`src/rtl/explosion_object_draw.sv`:
```
//------------------------------------------------------------------------------
// Module  : explosion_object_draw
// Brief   : Procedural cross-shaped explosion sprite with phased growth animation.
// Revision: 1.0 - initial release
//------------------------------------------------------------------------------
`default_nettype none

module explosion_object_draw #(
  parameter int          OBJ_SIZE         = 32,
  parameter int          ARM_W            = 8,
  parameter int          NUM_PHASES       = 4,
  parameter int          FRAMES_PER_PHASE = 4,
  parameter logic [7:0]  COLOR_0          = 8'hFC,
  parameter logic [7:0]  COLOR_1          = 8'hF8,
  parameter logic [7:0]  COLOR_2          = 8'hE0,
  parameter logic [7:0]  COLOR_3          = 8'hA0
) (
  input  logic        clk,
  input  logic        reset,
  input  logic        startOfFrame,
  input  logic [10:0] pixelX,
  input  logic [10:0] pixelY,
  input  logic        trigger,
  input  logic [10:0] topLeftX,
  input  logic [10:0] topLeftY,
  output logic        drawingRequest,
  output logic [7:0]  RGBout,
  output logic        busy,
  output logic        done
);

  typedef enum logic [1:0] {
    S_IDLE       = 2'd0,
    S_WAIT_FRAME = 2'd1,
    S_ACTIVE     = 2'd2
  } state_t;

  localparam logic [11:0] c_obj_size   = 12'(OBJ_SIZE);
  localparam logic [11:0] c_obj_half   = 12'(OBJ_SIZE / 2);
  localparam logic [11:0] c_arm_half   = 12'(ARM_W / 2);
  localparam logic [2:0]  c_last_phase = 3'(NUM_PHASES - 1);
  localparam logic [7:0]  c_last_frame = 8'(FRAMES_PER_PHASE - 1);

  state_t      state_q;
  logic [2:0]  phase_q;
  logic [7:0]  frame_q;
  logic [10:0] pos_x_q;
  logic [10:0] pos_y_q;
  logic        done_q;
  logic        dr_q;
  logic [7:0]  rgb_q;

  logic [11:0] w_off_x;
  logic [11:0] w_off_y;
  logic [11:0] w_dx;
  logic [11:0] w_dy;
  logic [11:0] w_abs_dx;
  logic [11:0] w_abs_dy;
  logic [11:0] w_len;
  logic        w_inside;
  logic        w_lit;
  logic        w_draw;
  logic [7:0]  w_color;

  function automatic logic [11:0] arm_len(input logic [2:0] ph);
    return 12'(((int'(ph) + 1) * OBJ_SIZE) / (2 * NUM_PHASES));
  endfunction

  function automatic logic [7:0] phase_color(input logic [2:0] ph);
    case (ph)
      3'd0:    return COLOR_0;
      3'd1:    return COLOR_1;
      3'd2:    return COLOR_2;
      default: return COLOR_3;
    endcase
  endfunction

  // Zero-extended 11-bit operands make the 12-bit difference an exact signed offset.
  always_comb begin
    w_off_x  = {1'b0, pixelX} - {1'b0, pos_x_q};
    w_off_y  = {1'b0, pixelY} - {1'b0, pos_y_q};
    w_inside = !w_off_x[11] && (w_off_x < c_obj_size) &&
               !w_off_y[11] && (w_off_y < c_obj_size);
    w_dx     = w_off_x - c_obj_half;
    w_dy     = w_off_y - c_obj_half;
    w_abs_dx = w_dx[11] ? (12'd0 - w_dx) : w_dx;
    w_abs_dy = w_dy[11] ? (12'd0 - w_dy) : w_dy;
    w_len    = arm_len(phase_q);
    w_lit    = w_inside &&
               (((w_abs_dy < c_arm_half) && (w_abs_dx < w_len)) ||
                ((w_abs_dx < c_arm_half) && (w_abs_dy < w_len)));
    w_draw   = w_lit && (state_q == S_ACTIVE);
    w_color  = phase_color(phase_q);
  end

  always_ff @(posedge clk) begin
    if (reset) begin
      state_q <= S_IDLE;
      phase_q <= 3'd0;
      frame_q <= 8'd0;
      pos_x_q <= 11'd0;
      pos_y_q <= 11'd0;
      done_q  <= 1'b0;
      dr_q    <= 1'b0;
      rgb_q   <= 8'h00;
    end else begin
      done_q <= 1'b0;
      dr_q   <= w_draw;
      rgb_q  <= w_draw ? w_color : 8'h00;
      case (state_q)
        S_IDLE: begin
          // A coincident startOfFrame is deliberately not consumed here.
          if (trigger) begin
            pos_x_q <= topLeftX;
            pos_y_q <= topLeftY;
            state_q <= S_WAIT_FRAME;
          end
        end
        S_WAIT_FRAME: begin
          if (startOfFrame) begin
            state_q <= S_ACTIVE;
            phase_q <= 3'd0;
            frame_q <= 8'd0;
          end
        end
        S_ACTIVE: begin
          if (startOfFrame) begin
            if (frame_q < c_last_frame) begin
              frame_q <= frame_q + 8'd1;
            end else begin
              frame_q <= 8'd0;
              if (phase_q == c_last_phase) begin
                phase_q <= 3'd0;
                state_q <= S_IDLE;
                done_q  <= 1'b1;
              end else begin
                phase_q <= phase_q + 3'd1;
              end
            end
          end
        end
        default: state_q <= S_IDLE;
      endcase
    end
  end

  assign drawingRequest = dr_q;
  assign RGBout         = rgb_q;
  assign busy           = (state_q != S_IDLE);
  assign done           = done_q;

endmodule

`default_nettype wire

```
`config.mk`:
```
export PLATFORM = sky130hd
export DESIGN_NAME = explosion_object_draw
export DESIGN_NICKNAME = d
export VERILOG_FILES = /design/src/rtl/explosion_object_draw.sv
export SDC_FILE = /design/constraint.sdc
export NUM_CORES = 1
export LEC_CHECK = 0
export BUFFER_PORTS_ARGS = -buffer_cell sky130_fd_sc_hd__buf_2
export CAP_MARGIN = 10
export CELL_PAD_IN_SITES_DETAIL_PLACEMENT = 1
export CELL_PAD_IN_SITES_GLOBAL_PLACEMENT = 2
export CORE_ASPECT_RATIO = 0.8
export CORE_UTILIZATION = 36
export CTS_CLUSTER_SIZE = 20
export DETAILED_ROUTE_END_ITERATION = 16
export PLACE_DENSITY_LB_ADDON = 0.1
export SYNTH_ARGS = -nofsm -noshare
export SYNTH_HDL_FRONTEND = slang
export SYNTH_SLANG_ARGS = --single-unit
```
`constraint.sdc`:
```
create_clock -name clk -period 9.5 [get_ports clk]
set_clock_uncertainty 0.05 [all_clocks]
set_input_delay 1.9 -clock clk [delete_from_list [all_inputs] [get_ports clk]]
set_output_delay 1.9 -clock clk [all_outputs]
set_load 0.01 [all_outputs]
```
==> impl_results.md <==
- Outcome: completed
- Post-synth top area share: 21.2%
- Reg2reg setup slack: 4.94 ns
- Vias/cell: 5.31
- Ys flop type: dfxtp_1
- Commonest cells in the netlist: nand2_1, a21oi_1, dfxtp_1, ha_1
- VDD IR max: 0.102 mV
- Syn_area_per_cell: 7.86 um^2
- Cell area after layout: 0.00443 mm^2
- Worst slew pin tran: 1.17 ns
- Vias in the first global route: 3490
- Crit path arrival time: 6.11 ns
- Setup-failing EPs final: 0
- RR Endpoint: RGBout[6]
- Final Hold Viols: 0
- Die ar.: 0.0112 mm^2
- DR vias: 3634
- Min-Delay Endpoint: pos_x_q[5]
- TritonRoute pass-1 iters: 4
- GPL Wtd Cong: 0.812
- Xor/xnor share of the synthesized area: 4.78%
- PnR Total Power: 0.669 mW
- IO Port Bufs: 56
- First-pass GRT wire length: 17700 um
- Min-delay src: pos_x_q[5]
- Layout cells sized above 1: 18.0%
- Distinct cells, synth: 84
- Post-CTS Setup Bufs: 0
- Setup TNS Final: 0 ns
- GRT Util Overall: 19.7%
- CORE AREA: 0.0104 mm^2
- Cts hold-fix bufs: 0
- CTS Buf Count: 5
- WS Path Type: input pin to flop
- FFs w/ async S/R, synth: 0%
- Min Tclk post-route: 5.94 ns
- CP Capture Type: flop
- DR WL/cell: 15.7 um
- Final WS setup: 3.56 ns
- Area contributors post-synth: dfxtp_1, ha_1, nand2_1
- CTS sink cnt: 41
- Post-Synth Simple-Gate Area: 28.6%
- Skew-Pair Late Insertion Delay: 0.28 ns
- Die height: 94.8 um
- Leak pwr: 1.79 nW
- Post-DP HPWL: 8900 um
- Post-synth EDFFs: 0
- Largest family of logic cells by synthesized area: simple AND/OR/NAND/NOR gates
- Nature of the critical path startpoint: input pin
- Syn-to-layout area delta: 14.4%
- DRC violations left: 0
- Maximum clock path buffer count: 2
- Antenna-violating nets left: 0
- Chip Width: 118 um
- Hold Path Stages: 2
- HP Class: flop to flop
- Initial Utilization: 37.4%
- Crit-path max FO: 5
- Max_slew headroom: 21.7%
- Cell row count: 33
- NumNets Final: 634
- Crit share post-route: 62.5%
- Fmax: 168 MHz
- ANT cells: 0
- PwrDens: 151 mW/mm^2
- Yosys warning total: 0
- Total of cells resized after clock tree synthesis: 0
- Mapped Cells: 493
- CTS tree: built
- CTS H-Tree Depth: 2
- I/O pin count: 59
- Post-Synth Adder-Cell Area: 13.6%
- Dpl ws: 3.31 ns
- Clk slew on worst S/H paths: 0.06 ns
- Synth Area in Compound Gates: 23.9%
- Largest net degree at the start of global routing: 35
- GRT Residual Overflow: 0
- Multiplexer share of the synthesized area: 2.65%
- Req. time, crit path: 9.67 ns
- Max-cap violations: 0
- Final wirelength: 10800 um
- Most area-hungry cell type in the Yosys netlist: dfxtp_1
- Worst r2r src: pos_x_q[0]
- Iter 0 DRT Violations: 118
- R2R cell count: 18
- Synthesized area: 0.00387 mm^2
- Root Buffer: clkbuf_16
- Initial antenna violation count: 0
- RSZ-0062 raised after global routing: false
- Placed cell area: 0.00427 mm^2
- Synthesis-stage register bit count: 41
- Slew Limit Fails: 0
- Seq/Total Area, Yosys: 21.2%
- Cell with the most instances after synthesis: nand2_1
- Hold Slack: 0.405 ns
kinds of logic after synthesis:
family	after synthesis
flip-flops	41
AND/OR/NAND/NOR	204
multiplexers	10
other	1
buffers and inverters	49
XOR/XNOR	19
AO/OA/AOI/OAI	128
adder cells (fa/ha/maj)	41
worst max path at each step:
stage	cells after the start	slack (ns)	from	end
after floorplan	19	3.87	pixelX[0]	RGBout[2]
after global placement	20	3.47	pixelX[0]	RGBout[2]
after detailed placement	20	3.31	pixelX[0]	RGBout[6]
after CTS	20	3.58	pixelX[0]	RGBout[6]
after global routing	20	3.27	pixelX[0]	RGBout[2]
final	20	3.56	pixelX[0]	RGBout[6]
metal layers:
layer	routed length [um]	track usage, %
met5	0	0
met4	74	3.85
met3	238	1.75
met2	4430	29.1
met1	6040	30.7
critical path: stages:
cell       delay [ns]
buf_2            0.09
inv_1            0.04
ha_1             0.17
inv_1            0.06
fa_1             0.42
a211oi_1         0.36
o211ai_1         0.18
nand3b_1         0.15
o211ai_2         0.14
a2111oi_4        0.37
a21oi_1          0.17
nor2_2           0.24
a21oi_1          0.08
xor2_1           0.17
ha_1             0.31
a21oi_1          0.18
nand4_1          0.11
mux2_1           0.33
o32ai_2          0.38
and4_1           0.24
stage by stage:
step	util (%)	std cells
final	42.8	685
after global routing	42.8	685
after CTS	42.8	685
after detailed placement	41.2	678
after global placement	41.2	678
after floorplan	-	494
layout make-up:
class | instances | area, um^2
Clock inverter | 2 | 35.0
Inverter | 37 | 139
Fill cell | 1306 | 5930
Timing Repair Buffer | 56 | 280
Tap cell | 140 | 175
Sequential cell | 41 | 821
Clock buffer | 5 | 125
Multi-Input combinational cell | 404 | 2860
sequential cells by signal, indices dropped and copies added (netlist names):
register	flops
drawingRequest	1
done	1
phase_q	3
pos_y_q	11
RGBout	4
pos_x_q	11
frame_q	8
state_q	2
report_power, final:
part           switching (mW)  total, mW  leakage (nW)  internal, mW
registers             0.00479      0.184         0.334         0.179
logic                   0.182      0.302          1.37         0.120
clock network          0.0614      0.183        0.0797         0.122
cells in the final DEF, fill, tap and decap left out, drive strengths merged, types with 4 or more instances in the layout:
cell	netlist	routed
nor3b	6	6
xor2	6	6
or2	6	6
a21oi	54	54
nand2b	10	10
a211oi	6	6
buf	4	56
o211ai	9	9
o21a	4	4
nand4	6	6
and2	5	5
nor2b	9	9
xnor2	13	13
nor2	39	39
dfxtp	41	41
inv	37	37
and3	8	8
o21ai	16	16
clkbuf	8	5
nor3	8	8
mux2i	8	8
a21o	5	5
nand2	72	72
nand3	7	7
nor4	9	9
ha	39	39
and4	4	4
No activity file was read; power rests on OpenSTA's default activity.
